[src/rtl/dot_product_accumulator_pkg.sv]
// Shared types and widths for the dot-product accumulator and its multiplier.
package dot_product_accumulator_pkg;

    localparam int OP_W   = 8;
    localparam int PROD_W = 16;
    localparam int CNT_W  = 8;

    typedef enum logic {
        ACCUM = 1'b0,
        HOLD  = 1'b1
    } state_e;

endpackage

[src/rtl/dot_product_accumulator_wallace.sv]
// Combinational 8x8 unsigned multiplier: partial products are folded through a
// chain of 3:2 carry-save compressors and resolved by one final carry-propagate add.
module wallace
    import dot_product_accumulator_pkg::*;
(
    input  logic [OP_W-1:0]   a,
    input  logic [OP_W-1:0]   b,
    output logic [PROD_W-1:0] p
);

    logic [PROD_W-1:0] sum_s;
    logic [PROD_W-1:0] carry_s;
    logic [PROD_W-1:0] pp_s;
    logic [PROD_W-1:0] nsum_s;
    logic [PROD_W-1:0] ncarry_s;

    // Carry-save reduction of the eight partial products, then the final add.
    always_comb begin
        sum_s    = '0;
        carry_s  = '0;
        pp_s     = '0;
        nsum_s   = '0;
        ncarry_s = '0;
        for (int i = 0; i < OP_W; i++) begin
            if (b[i]) begin
                pp_s = {{(PROD_W-OP_W){1'b0}}, a} << i;
            end else begin
                pp_s = '0;
            end
            nsum_s   = sum_s ^ carry_s ^ pp_s;
            ncarry_s = ((sum_s & carry_s) | (sum_s & pp_s) | (carry_s & pp_s)) << 1;
            sum_s    = nsum_s;
            carry_s  = ncarry_s;
        end
        p = sum_s + carry_s;
    end

endmodule

[src/rtl/dot_product_accumulator.sv]
// Accumulates LEN unsigned 8x8 products per vector and presents the sum on a
// valid/ready output; clears itself once the result is taken.
module dot_product_accumulator
    import dot_product_accumulator_pkg::*;
#(
    parameter int LEN   = 8,
    parameter int ACC_W = 19
)
(
    input  logic             clk,
    input  logic             rst,
    input  logic             in_valid,
    output logic             in_ready,
    input  logic [OP_W-1:0]  a_in,
    input  logic [OP_W-1:0]  b_in,
    output logic             out_valid,
    input  logic             out_ready,
    output logic [ACC_W-1:0] out_sum,
    output logic             out_ovf
);

    localparam logic [CNT_W-1:0] LEN_C = CNT_W'(LEN);

    state_e             state_r;
    logic [CNT_W-1:0]   acc_cnt_r;
    logic [CNT_W-1:0]   done_cnt_r;
    logic [OP_W-1:0]    op_a_r;
    logic [OP_W-1:0]    op_b_r;
    logic               s1_valid_r;
    logic [ACC_W-1:0]   acc_r;
    logic               ovf_r;

    logic [PROD_W-1:0]  prod_s;
    logic [ACC_W:0]     sum_ext_s;
    logic               in_hs_s;

    wallace u_wallace (
        .a (op_a_r),
        .b (op_b_r),
        .p (prod_s)
    );

    // Outputs are forced low while reset is asserted so nothing stale escapes.
    assign in_ready  = (state_r == ACCUM) && (acc_cnt_r < LEN_C) && !rst;
    assign out_valid = (state_r == HOLD) && !rst;
    assign out_sum   = rst ? '0 : acc_r;
    assign out_ovf   = rst ? 1'b0 : ovf_r;
    assign in_hs_s   = in_valid && in_ready;

    // Accumulator adder with one extra bit to expose the carry-out.
    always_comb begin
        sum_ext_s = {1'b0, acc_r} + {{(ACC_W+1-PROD_W){1'b0}}, prod_s};
    end

    // Operand capture, stage-2 accumulation and the ACCUM/HOLD control.
    always_ff @(posedge clk) begin
        if (rst) begin
            state_r    <= ACCUM;
            acc_cnt_r  <= '0;
            done_cnt_r <= '0;
            op_a_r     <= '0;
            op_b_r     <= '0;
            s1_valid_r <= 1'b0;
            acc_r      <= '0;
            ovf_r      <= 1'b0;
        end else begin
            if (in_hs_s) begin
                op_a_r     <= a_in;
                op_b_r     <= b_in;
                s1_valid_r <= 1'b1;
                acc_cnt_r  <= acc_cnt_r + 8'd1;
            end else begin
                s1_valid_r <= 1'b0;
            end
            case (state_r)
                ACCUM: begin
                    if (s1_valid_r) begin
                        acc_r      <= sum_ext_s[ACC_W-1:0];
                        ovf_r      <= ovf_r | sum_ext_s[ACC_W];
                        done_cnt_r <= done_cnt_r + 8'd1;
                        if ((done_cnt_r + 8'd1) == LEN_C) begin
                            state_r <= HOLD;
                        end else begin
                            state_r <= ACCUM;
                        end
                    end else begin
                        state_r <= ACCUM;
                    end
                end
                HOLD: begin
                    // Input is blocked in HOLD, so clearing acc_cnt here never
                    // collides with the increment above.
                    if (out_ready) begin
                        acc_r      <= '0;
                        ovf_r      <= 1'b0;
                        acc_cnt_r  <= '0;
                        done_cnt_r <= '0;
                        state_r    <= ACCUM;
                    end else begin
                        state_r    <= HOLD;
                    end
                end
                default: begin
                    state_r <= ACCUM;
                end
            endcase
        end
    end

endmodule

[config.mk]
export PLATFORM = sky130hd
export DESIGN_NAME = dot_product_accumulator
export DESIGN_NICKNAME = d
export VERILOG_FILES = /design/src/rtl/dot_product_accumulator_pkg.sv /design/src/rtl/dot_product_accumulator_wallace.sv /design/src/rtl/dot_product_accumulator.sv
export SDC_FILE = /design/constraint.sdc
export NUM_CORES = 1
export LEC_CHECK = 0
export CAP_MARGIN = 20
export CORE_MARGIN = 4
export CORE_UTILIZATION = 47
export CTS_BUF_LIST = sky130_fd_sc_hd__clkbuf_16
export DETAILED_ROUTE_END_ITERATION = 6
export PLACE_DENSITY = 0.65
export SLEW_MARGIN = 20
export SYNTH_ARGS = -nofsm -noshare
export SYNTH_HDL_FRONTEND = slang
export SYNTH_SLANG_ARGS = --single-unit
[constraint.sdc]
create_clock -name clk -period 10.5 [get_ports clk]
set_input_delay 1.05 -clock clk [delete_from_list [all_inputs] [get_ports clk]]
set_output_delay 1.05 -clock clk [all_outputs]
set_load 0.1 [all_outputs]
[Word level (Yosys, flattened, before mapping)]
Index checks and enable logic that the tools add are counted.
Cells by class
  add/subtract/negate cells: 4
  multiply operators: 0
  divide/modulo/power cells: 0
  magnitude comparators: 1
  equality and inequality tests: 3
  shift-type cells: 0
  mux-type cells: 27
  bitwise logic cells: 46
  reduce and logical (&&, ||, !) cells: 6
Operator list (number)
  $and A15 B15 Y15: 17
  $or A15 B15 Y15: 12
  $xor A16 B16 Y16: 7
  $mux W19: 3
  $mux W8: 6
  $pmux W19 S2: 1
  $add A19 B16 Y20: 1
  $add A16 B16 Y16: 1
  $add A8 B1 Y8 const B: 2
  $pmux W8 S2: 1
  $xor A16 B10 Y16: 1
  $xor A16 B11 Y16: 1
  $xor A16 B12 Y16: 1
  $xor A16 B13 Y16: 1
  $xor A16 B14 Y16: 1
  $and A15 B14 Y15: 1
  $mux W15: 1
  $mux W14: 1
  $mux W13: 1
  $mux W12: 1
  $mux W11: 1
  $mux W10: 1
  $and A8 B9 Y9: 1
  $mux W9: 1
  11 further kinds: 22
Storage, ports and cells
  flip-flop bits (word level): 54
  bits in latches: 0
  bits in writable memories: 0
  bits in read-only memories: 0
  bits of input ports: 20
  output and inout port bits: 22
  word-level logic and storage cells: 95
  memories kept: 0

[Longest topological paths before layout]
  word-level depth: 25
  depth in mapped cells: 28

[By module]
From an unflattened synthesis, not the netlist that was laid out.
Unflattened totals
  cell total of the unflattened synthesis: 548
  area total of the unflattened synthesis: 4579.4 µm²
Modules (own cells, without submodules)
  dot_product_accumulator: instances 1, cells each 365, area an instance 2955.3 µm², sequential area each 1081.0 µm²
  wallace: instances 1, cells each 183, area an instance 1624.1 µm², sequential area each 0.0 µm²

[Least setup slack after synthesis]
OpenSTA, ideal clock, no wires.
  path type: reg-to-reg
  start point: register op_a_r[7]
  end point: register acc_r[17]
  library setup time: 0.117 ns
  arrival: 6.315 ns
  path slack: 4.068 ns
  stages on the path, launching flop included: 27
  period minus slack after synthesis: 6.432 ns
  cells stage by stage: dfxtp_1 -> clkbuf_1 -> and2_1 -> ha_1 -> inv_1 -> fa_1 -> fa_1 -> fa_1 -> fa_1 -> fa_1 -> inv_1 -> fa_1 -> ha_1 -> fa_1 -> a21oi_1 -> nor2_1 -> nor2_1 -> o21bai_1 -> a21oi_1 -> xnor2_1 -> ha_1 -> a21o_1 -> o21bai_1 -> a21oi_1 -> nor4_1 -> a31oi_1 -> nand2_1
On the way
  word-level cells in the longest chain between the ends: 24
RTL lines
  start: declaration: RTL line dot_product_accumulator.sv:27  | logic [OP_W-1:0] op_a_r;
  start signal: assignment: RTL line dot_product_accumulator.sv:68  | op_a_r <= a_in;
  $mux W8 / $mux W9 (equally long branches): RTL line dot_product_accumulator_wallace.sv:25  | if (b[i]) begin
  $xor A8 B9 Y9 / $and A8 B9 Y9 (equally long branches): RTL line dot_product_accumulator_wallace.sv:30, dot_product_accumulator_wallace.sv:31
  $and A15 B15 Y15: RTL line dot_product_accumulator_wallace.sv:31  | ncarry_s = ((sum_s & carry_s) | (sum_s & pp_s) | (carry_s & pp_s)) << 1;
  $or A15 B15 Y15 (2 in series): RTL line dot_product_accumulator_wallace.sv:31
  $and A15 B15 Y15: RTL line dot_product_accumulator_wallace.sv:31
  $or A15 B15 Y15 (2 in series): RTL line dot_product_accumulator_wallace.sv:31
  $and A15 B15 Y15: RTL line dot_product_accumulator_wallace.sv:31
  $or A15 B15 Y15 (2 in series): RTL line dot_product_accumulator_wallace.sv:31
  [3 not listed]
  $and A15 B15 Y15: RTL line dot_product_accumulator_wallace.sv:31
  $or A15 B15 Y15 (2 in series): RTL line dot_product_accumulator_wallace.sv:31
  $and A15 B15 Y15: RTL line dot_product_accumulator_wallace.sv:31
  $or A15 B15 Y15 (2 in series): RTL line dot_product_accumulator_wallace.sv:31
  $add A16 B16 Y16 (*): RTL line dot_product_accumulator_wallace.sv:35  | p = sum_s + carry_s;
  $add A19 B16 Y20 (*): RTL line dot_product_accumulator.sv:52  | sum_ext_s = {1'b0, acc_r} + {{(ACC_W+1-PROD_W){1'b0}}, prod_s};
  $mux W19 (*): RTL line dot_product_accumulator.sv:77  | if (s1_valid_r) begin
  $pmux W19 S2 (*): RTL line dot_product_accumulator.sv:75  | case (state_r)
  end signal: assignment: RTL line dot_product_accumulator.sv:78  | acc_r <= sum_ext_s[ACC_W-1:0];
  end: declaration: RTL line dot_product_accumulator.sv:30  | logic [ACC_W-1:0] acc_r;
Every way passes the cells marked *; elsewhere a longest branch is shown, timed or not. The select of a mux whose other input is x is not followed.
A chain may end at the register's enable or synchronous reset.

[Final worst setup path]
  start point: register op_a_r[6]
  end point: register acc_r[17]
Same word-level chain as after synthesis.

==> impl_metrics.csv <==
group,metric,value,unit
run_status,status,"complete, no violations",
die,num_rows,35,
yosys,synth.top_cells.by_area,"dfxtp_1 (24%), fa_1 (19%), ha_1 (9.3%), nand2_1 (8.4%), a21oi_1 (4.7%)",
clocking,h-tree-depth,2,
global_routing,grtUsageTotal,0.185,
yosys,synth_top_area_frac,0.236,
place,io_buffers,41,
critical_path,cp_top_family,"adder cells",
final_layout,antennaDiodeCount,0,
critical_path,crit_path_end_kind,"flop",
yosys,ys.flop_type,"dfxtp_1",
critical_path,cp_max_fo,9,
die,die_h,107,um
critical_path,worstPathRequired,10.69,ns
global_routing,grt_max_degree,50,
clocking,postCtsSetupBuffers,0,
sta,hold_viol,0,
yosys,syn_inst,551,
clocking,clock-root-buffer,"clkbuf_16",
sta,rsz0062_at_grt,"no",
global_routing,grt_overflow,0,
sta,fin_skew,0.00964,ns
die,io_pins,42,
die,die_area,11400,um^2
pwr,p_leak,2.02,nW
clocking,clk_pin_slew,0.07,ns
yosys,syn-num-nets,649,
clocking,cts.sinks,54,
yosys,netlist_area,4580,um^2
yosys,synth_cell_type_count,50,
place,place_congestion,0.860,
clocking,cts_hold_buf,0,
pwr,power_density,89.4,nW/um^2
sta,post-route-period-util,0.644,
place,hpwlAfterDp,7740,um
clocking,clockBufferDepth,2,
sta,tightest_slew,0.984,ns
critical_path,cp-start-kind,"flop",
flow_run,max_cap_viol_count,0,
die,coreArea,9370,um^2
clocking,numCtsBuffers,5,
drt,dr.first_iter.drc_count,165,
die,start_util,0.489,
sta,slew_viol_final,0,
critical_path,critPathKind,"reg2reg",
final_layout,drive_gt1_frac,0.0244,
drt,drt_first_pass_iters,4,
yosys,ys_ff_latch,54,
die,die-width,107,um
drt,drt-total-wl,10200,um
final_layout,area_growth_syn_to_layout,13.7,%
sta,fmax,148,MHz
clocking,insertion_delay,0.30,ns
sta,fin_tns_setup,0,ns
hold_path,hp-class,"reg2reg",
clocking,cts_tree,"done",
drt,remaining_drc_errors,0,
sta,slew_headroom,0.342,
global_routing,grt_antenna_before_repair,0,
critical_path,critPathBufInv,2,
yosys,synth.avg_cell_area,8.32,um^2
sta,finalSetupViolCount,0,
clocking,cts_resized,0,
drt,route.vias.total,3790,
yosys,synth_edf_count,0,
critical_path,crit_path_frequent_cell,"fa_1",
sta,hold-worst-slack,0.467,ns
yosys,yosys_warnings,0,
global_routing,grt_pass1_wl,17300,um
sta,period_minus_slack,6.77,ns
drt,routedWlPerCell,14.6,um
critical_path,max_stage_delay,0.55,ns
global_routing,grt_pass1_vias,3675,
critical_path,cpMaxStageDelayCell,"fa_1",
drt,ant_nets,0,
pwr,max-vdd-ir-drop,0.0939,mV
yosys,synthArstFlopShare,0,
final_layout,layout.nets,670,
drt,via_per_inst,5.40,
yosys,yosysSeqAreaShare,0.236,
critical_path,arrival,6.95,ns
yosys,synth_area_leader_cell,"dfxtp_1",
## logic make-up (layout without fill, tap and decap cells)
group	after synthesis	after routing	synth area share
flip-flops	54	54	0.236
buffers and inverters	68	90	0.0581
adder cells (fa/ha/maj)	78	78	0.285
XOR/XNOR	17	17	0.0325
AO/OA/AOI/OAI	102	102	0.141
AND/OR/NAND/NOR	228	228	0.238
multiplexers	4	4	0.00901
## per-layer routing
layer  up-vias  GRT usage  wire, um
met1      1841      0.257      4910
met5         -          0         0
met4         0     0.0356       104
li1       1878          -         -
met2        61      0.313      4870
met3        10     0.0223       347
## through the flow
| stage | total power, mW | instances | instance area (um^2) | setup slack (ns) | util |
|---|---|---|---|---|---|
| after floorplan | 0.257 | 551 | 4580 | 4.07 | - |
| after global placement | 0.274 | 694 | 5040 | 3.84 | 0.538 |
| after detailed placement | 0.276 | 694 | 5040 | 3.74 | 0.538 |
| after CTS | 0.473 | 702 | 5210 | 3.71 | 0.556 |
| after global routing | 0.486 | 702 | 5210 | 3.26 | 0.556 |
| final | 0.466 | 702 | 5210 | 3.73 | 0.556 |
## area by class of cell
cell class | count | area, um^2
clock buffer | 5 | 125
clock inverter | 3 | 42.5
fill | 916 | 4160
inverter | 40 | 150
multi-input combinational | 429 | 3240
sequential | 54 | 1080
tap | 129 | 161
timing repair buffer | 42 | 413
## final timing paths
path / slack [ns] / end / cells past startpoint / start
worst max register to register: 3.73 / acc_r[17]$_SDFFE_PP0P_ / 25 / op_a_r[6]$_SDFFE_PP0P_
worst min register to register: 0.47 / acc_cnt_r[6]$_SDFF_PP0_ / 1 / acc_cnt_r[6]$_SDFF_PP0_
worst min-delay path: 0.47 / acc_cnt_r[6]$_SDFF_PP0_ / 1 / acc_cnt_r[6]$_SDFF_PP0_
worst max-delay path: 3.73 / acc_r[17]$_SDFFE_PP0P_ / 25 / op_a_r[6]$_SDFFE_PP0P_
## cell usage after synthesis (2+ instances only)
cell	number
nand2_1	102
dfxtp_1	54
fa_1	44
a21oi_1	43
inv_1	39
ha_1	34
nor2_1	33
and2_1	26
clkbuf_1	24
nor2b_1	20
xnor2_1	12
nand3_1	11
a22o_1	9
a31oi_1	8
nor3_1	8
o21ai_0	8
nand2b_1	7
a21o_1	5
and3_1	5
xor2_1	5
o21bai_1	4
or3_1	4
a22oi_1	3
mux2i_1	3
nor4_1	3
o211ai_1	3
o21a_1	3
o21ai_1	3
a311oi_1	2
a32oi_1	2
buf_1	2
nand4_1	2
nand4b_1	2
o2bb2ai_1	2
## cell usage in the layout (no fill, tap or decap), types with 4 or more instances in the layout
cell             instances
nand2_1                102
dfxtp_1                 54
fa_1                    44
a21oi_1                 43
clkdlybuf4s50_1         40
inv_1                   39
ha_1                    34
nor2_1                  32
and2_1                  26
nor2b_1                 20
xnor2_1                 12
nand3_1                 11
a22o_1                   9
o21ai_0                  8
a31oi_1                  8
nor3_1                   8
nand2b_1                 7
a21o_1                   5
xor2_1                   5
and3_1                   5
clkbuf_16                5
o21bai_1                 4
or3_1                    4
## power by group
| part | leakage [nW] | switching (mW) | total [mW] | internal [mW] |
|---|---|---|---|---|
| Sequential | 0.438 | 0.00821 | 0.218 | 0.209 |
| Combinational | 1.51 | 0.0322 | 0.0531 | 0.0209 |
| Clock | 0.0818 | 0.0825 | 0.195 | 0.113 |
## registers in the layout, summed over array words and instances, names as in the netlist
name        cells
op_b_r          8
op_a_r          8
ovf_r           1
acc_r          19
acc_cnt_r       8
s1_valid_r      1
done_cnt_r      8
state_r         1
(Power assumes the default switching activity.)
